File: config.mk
export PLATFORM = sky130hd
export DESIGN_NAME = mod_updown_counter
export DESIGN_NICKNAME = d
export VERILOG_FILES = /design/src/rtl/mod_updown_counter.sv
export SDC_FILE = /design/constraint.sdc
export NUM_CORES = 1
export LEC_CHECK = 0
export ABC_AREA = 1
export BUFFER_PORTS_ARGS = -buffer_cell sky130_fd_sc_hd__buf_2
export CAP_MARGIN = 30
export CORE_MARGIN = 1.5
export CORE_UTILIZATION = 40
export DETAILED_ROUTE_END_ITERATION = 6
export GPL_TIMING_DRIVEN = 0
export PLACE_DENSITY_LB_ADDON = 0.08
export SLEW_MARGIN = 20
export SYNTH_ARGS = -nofsm -noshare
export SYNTH_HDL_FRONTEND = slang
export SYNTH_SLANG_ARGS = --single-unit
File: constraint.sdc
create_clock -name clk -period 2 [get_ports clk]
set_input_delay 0.2 -clock clk [delete_from_list [all_inputs] [get_ports clk]]
set_output_delay 0.2 -clock clk [all_outputs]
set_load 0.02 [all_outputs]
File: src/rtl/mod_updown_counter.sv
// mod_updown_counter
//   Up/down counter with a programmable modulus, synchronous clear and load,
//   and either wrap or saturate behaviour at the range boundaries. The count
//   always stays in 0..MODULO-1. A registered one-cycle wrap pulse and a
//   sticky saturation flag are provided for downstream control logic.
//
// Parameters
//   WIDTH    counter width in bits (>= 1)
//   MODULO   count range 0..MODULO-1, 2 <= MODULO <= 2**WIDTH
//   SATURATE 0 = wrap at the boundaries, 1 = hold at the boundaries
//
// Ports
//   clk      in  clock, all state changes on posedge
//   rst      in  synchronous active-high reset (highest priority)
//   clr      in  synchronous clear of count to 0
//   load     in  load load_val (clamped to MODULO-1)
//   load_val in  value to load
//   en       in  count enable
//   up       in  direction, 1 = increment, 0 = decrement
//   sat_clr  in  clears the sticky sat_flag
//   count    out registered count
//   at_max   out combinational, count == MODULO-1
//   at_zero  out combinational, count == 0
//   wrap     out registered pulse, count wrapped on the previous edge
//   sat_flag out sticky, a count step was blocked at a boundary

module mod_updown_counter #(
    parameter int WIDTH    = 8,
    parameter int MODULO   = 256,
    parameter bit SATURATE = 1'b0
) (
    input  logic             clk,
    input  logic             rst,
    input  logic             clr,
    input  logic             load,
    input  logic [WIDTH-1:0] load_val,
    input  logic             en,
    input  logic             up,
    input  logic             sat_clr,
    output logic [WIDTH-1:0] count,
    output logic             at_max,
    output logic             at_zero,
    output logic             wrap,
    output logic             sat_flag
);

    localparam logic [WIDTH-1:0] MAX_VAL = WIDTH'(MODULO - 1);
    localparam logic [WIDTH-1:0] ONE     = WIDTH'(1);
    localparam logic [WIDTH-1:0] ZERO    = '0;

    logic [WIDTH-1:0] count_q, count_d;
    logic             wrap_q, wrap_d;
    logic             sat_q, sat_d;
    logic             sat_set;

    // Priority: clr > load > en. rst is handled in the register process.
    always_comb begin
        count_d = count_q;
        wrap_d  = 1'b0;
        sat_set = 1'b0;
        if (clr) begin
            count_d = ZERO;
        end else if (load) begin
            count_d = (load_val > MAX_VAL) ? MAX_VAL : load_val;
        end else if (en) begin
            if (up) begin
                if (count_q == MAX_VAL) begin
                    if (SATURATE) begin
                        sat_set = 1'b1;
                    end else begin
                        count_d = ZERO;
                        wrap_d  = 1'b1;
                    end
                end else begin
                    count_d = count_q + ONE;
                end
            end else begin
                if (count_q == ZERO) begin
                    if (SATURATE) begin
                        sat_set = 1'b1;
                    end else begin
                        count_d = MAX_VAL;
                        wrap_d  = 1'b1;
                    end
                end else begin
                    count_d = count_q - ONE;
                end
            end
        end
    end

    // sat_clr applies regardless of clr/load; a simultaneous set wins.
    always_comb begin
        sat_d = sat_q;
        if (sat_clr) begin
            sat_d = 1'b0;
        end
        if (sat_set) begin
            sat_d = 1'b1;
        end
        if (!SATURATE) begin
            sat_d = 1'b0;
        end
    end

    always_ff @(posedge clk) begin
        if (rst) begin
            count_q <= ZERO;
            wrap_q  <= 1'b0;
            sat_q   <= 1'b0;
        end else begin
            count_q <= count_d;
            wrap_q  <= wrap_d;
            sat_q   <= sat_d;
        end
    end

    assign count    = count_q;
    assign wrap     = wrap_q;
    assign sat_flag = SATURATE ? sat_q : 1'b0;
    assign at_max   = (count_q == MAX_VAL);
    assign at_zero  = (count_q == ZERO);

endmodule

==> impl_metrics.yaml, run 1 <==
synth:
  ys_types: 28
  avgSynthCellArea_sq_um: 6.30
  yosys.area_share.simple_pct: 34.7
  syn_nets: 149
  synth_top_family_by_area: "simple AND/OR/NAND/NOR gates"
  yosysTopAreaCellShare_pct: 21.8
  synth_area_leaders: "dfxtp_1 22%, nand2_1 12%, inv_1 7.7%"
  netlist_instances: 131
  synthXorXnorAreaFrac_pct: 6.36
  synth_compound_area_share_pct: 19.2
  ys_seq_area_share_pct: 21.8
  ys_warn_count: 0
  synthAdderAreaFrac_pct: 4.55
  yosys_register_bits: 9
  synth_top_area_cell: "dfxtp_1"
  muxShareOfSynthArea_pct: 0
  synth_area_sq_um: 826
outcome:
  status: "finished, final reports clean"
clock_network:
  cts_hold_buf: 0
  clk_pin_slew_worst_paths_ns: 0.06
  numCtsBuffers: 3
  insertion_delay_ns: 0.26
  cts_buffer_depth: 2
  cts_sinks: 9
  cts_tree: "built"
  cts_resized: 0
  post_cts_buffers: 0
  cts.htree.levels: 1
  cts_root_buf: "clkbuf_4"
global_routing:
  track_usage_pct: 20.2
  grt_pass1_vias: 832
  grt_pass1_wl_mm: 3.71
  antenna_found_initial: 0
  grt_max_degree: 10
  grt.overflow.total: 0
die:
  die_h_um: 48.4
  io_pins: 27
  rows: 16
  dieArea_sq_um: 2350
  die_w_um: 48.4
  initial_core_util_pct: 42.1
  core_area_sq_um: 1960
sta:
  slew_headroom_pct: 59.9
  fin_skew_ns: 0.0111
  finalCritPeriodShare_pct: 84.4
  fmax_ghz: 0.592
  worst_slack_ns: 0.312
  hold_viol_final: 0
  layout_min_cycle_time_ns: 1.69
  finalSetupTns_ns: 0
  whs_ns: 0.207
  worst_slew_pin_slew_ns: 0.600
  report.final.slew_viol_count: 0
  rsz0062_at_grt: "no"
  setup_viol_count_final: 0
power:
  p_sw_uw: 189
  switching_share_pct: 36.2
  powerDensity_nw_per_um2: 518
  p_total_uw: 521
  peakVddDrop_uv: 325
  power_frac_comb_pct: 34.6
  power_frac_seq_pct: 38.8
  internal_power_uw: 332
  pwr-share-clk_pct: 26.6
  p_leak_nw: 0.530
worst_setup_path:
  crit_path_top_delay_cell: "dfxtp_1"
  cp.arrival_ns: 1.49
  required_ns: 1.80
  cp-start-kind: "flop"
  regToRegStartpoint: "count[0]"
  crit_path_max_fanout: 7
  max_stage_delay_ns: 0.46
  crit_type: "reg2out"
  critical_path.top_delay_family: "flip-flops"
  crit_buf_inv: 2
  worstSetupStartpoint: "count[0]"
  cp-end-kind: "output port"
  crit_path_cell_trace: "ha_1, nand2_2, nor2_4, nand2_1, inv_1, buf_2"
cells_and_area:
  final_common_cell: "nand2_1"
  instances_no_fill: 186
  layout-drive-gt1-share_pct: 28.9
  area_growth_pct: 21.8
  mostFrequentLayoutCells: "27 x nand2_1, 25 x buf_2, 17 x inv_1"
  diodes: 0
  nets: 178
  finish.instance_area_sq_um: 1010
  post-route-util_pct: 51.3
hold_path:
  hold_class: "in2reg"
  min_from: "load_val[1]"
job:
  maxCapViolCount: 0
detailed_routing:
  first_pass_iters: 4
  viasPerCell: 5.09
  wl_mm: 2.21
  drt_iter0_drc: 19
  drtAntennaViolNets: 0
  routedWlPerCell_um: 11.9
  drc: 0
  vias: 947
placement:
  numPlacedInstances: 182
  place_hpwl_mm: 1.76
  place_congestion: 0.875
  portBuffers: 24
  dpl_worst_slack_ns: 0.383
  placed_area_sq_um: 980
[logic make-up after synthesis]
kind of cell | after synthesis
AND/OR/NAND/NOR | 61
AO/OA/AOI/OAI | 26
buffers and inverters | 25
flip-flops | 9
XOR/XNOR | 6
adder cells (fa/ha/maj) | 3
other | 1
[final cells by class]
class | instances | area [sq um]
fillers | 235 | 956
multi-input cells | 97 | 539
flip-flops and latches | 9 | 180
repair buffers | 24 | 120
inverters | 22 | 82.6
well taps | 27 | 33.8
clock buffers | 4 | 26.3
plain buffers | 3 | 23.8
[path summary, 6_finish.rpt]
path,end,slack (ns),cells past startpoint
setup / recovery,at_max,0.31,6
hold / removal,count[1],0.21,3
setup reg to reg,count[5],0.35,12
hold reg to reg,count[7],0.56,2
[layer usage]
metal | global-route usage (%) | vias up | wire (um)
met2 | 34.5 | 40 | 1060
li1 | - | 481 | -
met1 | 26.3 | 426 | 989
met5 | 0 | - | 0
met4 | 1.43 | 0 | 0
met3 | 6.17 | 0 | 157
[cell usage after synthesis (all sizes together)]
library cell,instances
o211ai,1
xnor2,1
ha,3
buf,3
a21oi,10
nor2,14
o221ai,3
nand4,1
clkinv,1
nand2,33
or2,1
nand3,10
nor3,2
a41oi,1
dfxtp,9
a22oi,1
o21ai,7
inv,21
xor2,5
a31oi,3
conb,1
[registers in the layout, summed over array words and instances, names as in the netlist]
signal and count:
count 8, wrap 1
[power by group through the flow]
stage	logic (mW)	registers [mW]	clock network, mW
after CTS	0.181	0.202	0.141
after floorplan	0.118	0.214	0
after global placement	0.177	0.205	0
after global routing	0.203	0.204	0.151
after detailed placement	0.180	0.206	0
final	0.180	0.202	0.139
[tightest hold or removal path: stages]
cell	delay, ns
buf_2	0.09
nand2_1	0.05
a31oi_1	0.08
(Power assumes the default switching activity.)
==> inputs of run 2 (changes only) <==
==> constraint.sdc (replaced) <==
create_clock -name clk -period 1.45 [get_ports clk]
set_input_delay 0.145 -clock clk [delete_from_list [all_inputs] [get_ports clk]]
set_output_delay 0.145 -clock clk [all_outputs]
set_load 0.02 [all_outputs]
==> run 2 against run 1 <==
  * The flow now finishes with violations (setup timing)
  * Clock power increased by 53%
  * Global-route usage up 1.3 points
  * Wire length rose by 8.7%
  * Via count increased by 0.95%
  * Sequential cell count did not move
  * First-iteration DRC count unchanged
  * Combinational power increased by 59%
  * Cell area increased by 17%
  * Total power is 50% higher
  * Largest cell class unchanged
==> impl_metrics.yaml, run 2 (synthesis results as in run 1) <==
outcome:
  status: "finished with violations"
  violations: "setup timing"
cells_and_area:
  nets: 184
  multi_input_area_sq_um: 622
  diodes: 0
  num-fill-cells: 203
  largest_reg_flops: 8
  mostFrequentLayoutCells: "26 x nand2_1, 22 x buf_2, 13 x inv_1"
  area_growth_pct: 42.6
  seq_area_sq_um: 196
  layout-drive-gt1-share_pct: 43.0
  final_common_cell: "nand2_1"
  finish.instance_area_sq_um: 1180
clock_network:
  clk_pin_slew_worst_paths_ns: 0.07
  numCtsBuffers: 3
  insertion_delay_ns: 0.28
  cts_sinks: 9
  cts_root_buf: "clkbuf_4"
  cts_buffer_depth: 2
  cts.htree.levels: 1
  cts_tree: "built"
  cts_hold_buf: 0
global_routing:
  grt.overflow.total: 0
  antenna_found_initial: 0
  track_usage_pct: 21.5
  grt_pass1_vias: 892
  grt_pass1_wl_mm: 3.91
  grt_max_degree: 10
worst_setup_path:
  cp-end-kind: "output port"
  max_stage_delay_ns: 0.37
  crit_cells: 7
  crit_path_top_delay_cell: "dfxtp_4"
  critical_path.top_delay_family: "flip-flops"
  path_common_cell: "inv_2"
  cp.arrival_ns: 1.32
  crit_path_max_fanout: 4
  r2r_cells: 12
  crit_buf_inv: 4
  crit_type: "reg2out"
  crit_path_cell_trace: "inv_4, ha_4, inv_2, nor3_2, nand2_2, inv_2, buf_6"
  cp-start-kind: "flop"
  required_ns: 1.31
detailed_routing:
  viasPerCell: 4.98
  routedWlPerCell_um: 12.5
  drc: 0
  first_pass_iters: 4
  drt_iter0_drc: 19
  vias: 956
  wl_mm: 2.41
  drtAntennaViolNets: 0
sta:
  rsz0062_at_grt: "yes"
  finalCritPeriodShare_pct: 101
  worst_slack_ns: -0.0177
  setup_viol_count_final: 1
  whs_ns: 0.122
  fmax_ghz: 0.681
  fin_skew_ns: 0.00161
  worst_slew_pin_slew_ns: 0.566
  report.final.slew_viol_count: 0
  hold_viol_final: 0
  layout_min_cycle_time_ns: 1.47
  slew_headroom_pct: 62.1
job:
  maxCapViolCount: 0
die:
  rows: 16
  die_w_um: 48.4
  initial_core_util_pct: 42.1
  io_pins: 27
  die_h_um: 48.4
  dieArea_sq_um: 2350
  core_area_sq_um: 1960
hold_path:
  hold_class: "in2reg"
  min_delay_path_depth: 3
power:
  p_leak_nw: 0.603
  p_total_uw: 780
  powerDensity_nw_per_um2: 662
  peakVddDrop_uv: 570
placement:
  place_congestion: 0.880
  place_hpwl_mm: 1.67
  portBuffers: 24
  placed_area_sq_um: 987
==> run 2: cell types whose count changed in the layout (fill, tap and decap cells not counted), sizes merged <==
cell | before | now
buf | 27 | 33
==> run 2: path summary, 6_finish.rpt <==
path                                  start  endpoint  slack (ns)
worst max-delay path               count[1]   at_zero       -0.02
worst min-delay path            load_val[1]  count[1]        0.12
worst max register to register     count[1]  count[5]        0.07
worst min register to register     count[7]  count[7]        0.51
==> run 2: worst reg2reg max path, stage by stage, from the launching register on <==
cell and delay, ns:
dfxtp_4 0.39, inv_4 0.05, ha_4 0.15, inv_2 0.04, nor3_2 0.04, nand2_2 0.07
inv_2 0.05, nand2_4 0.08, nand2_4 0.06, nor2_4 0.16, nand3_1 0.09, nand2_1 0.07
inv_1 0.04
==> run 2: stage by stage <==
step,worst slack (ns),std cells,util [%],TNS [ns]
2_1_floorplan,0.00991,131,-,0
3_3_place_gp,0.0102,182,50.3,0
3_5_place_dp,-0.00408,182,50.3,-0.00698
4_1_cts,-0.0108,191,54.9,-0.0108
5_1_grt,-0.0775,192,60.0,-0.224
6_report,-0.0177,192,60.0,-0.0177
==> run 2: final cells by class <==
type | instances | share of cell area, %
clock buffers | 4 | 2.23
inverters | 22 | 7.44
repair buffers | 30 | 15.4
plain buffers | 3 | 2.55
multi-input cells | 97 | 52.8
flip-flops and latches | 9 | 16.7
well taps | 27 | 2.87
==> run 2: timing repair <==
action,in CTS,in global routing
pin swaps,1,8
setup endpoints to repair,5,6
buffers inserted,5,1
resized for setup,10,28
==> run 2: layer usage <==
metal	wire length [um]	vias to the layer above	GRT usage [%]
met1	979	433	24.5
met4	27	0	10.5
met3	101	4	4.63
met5	0	-	0
li1	-	491	-
met2	1300	28	38.0
==> run 2: where the power goes <==
| part | leakage, nW | total (mW) | internal [mW] | switching [mW] |
|---|---|---|---|---|
| registers | 0.0774 | 0.280 | 0.259 | 0.0209 |
| logic | 0.511 | 0.287 | 0.116 | 0.171 |
| clock network | 0.0150 | 0.213 | 0.107 | 0.106 |
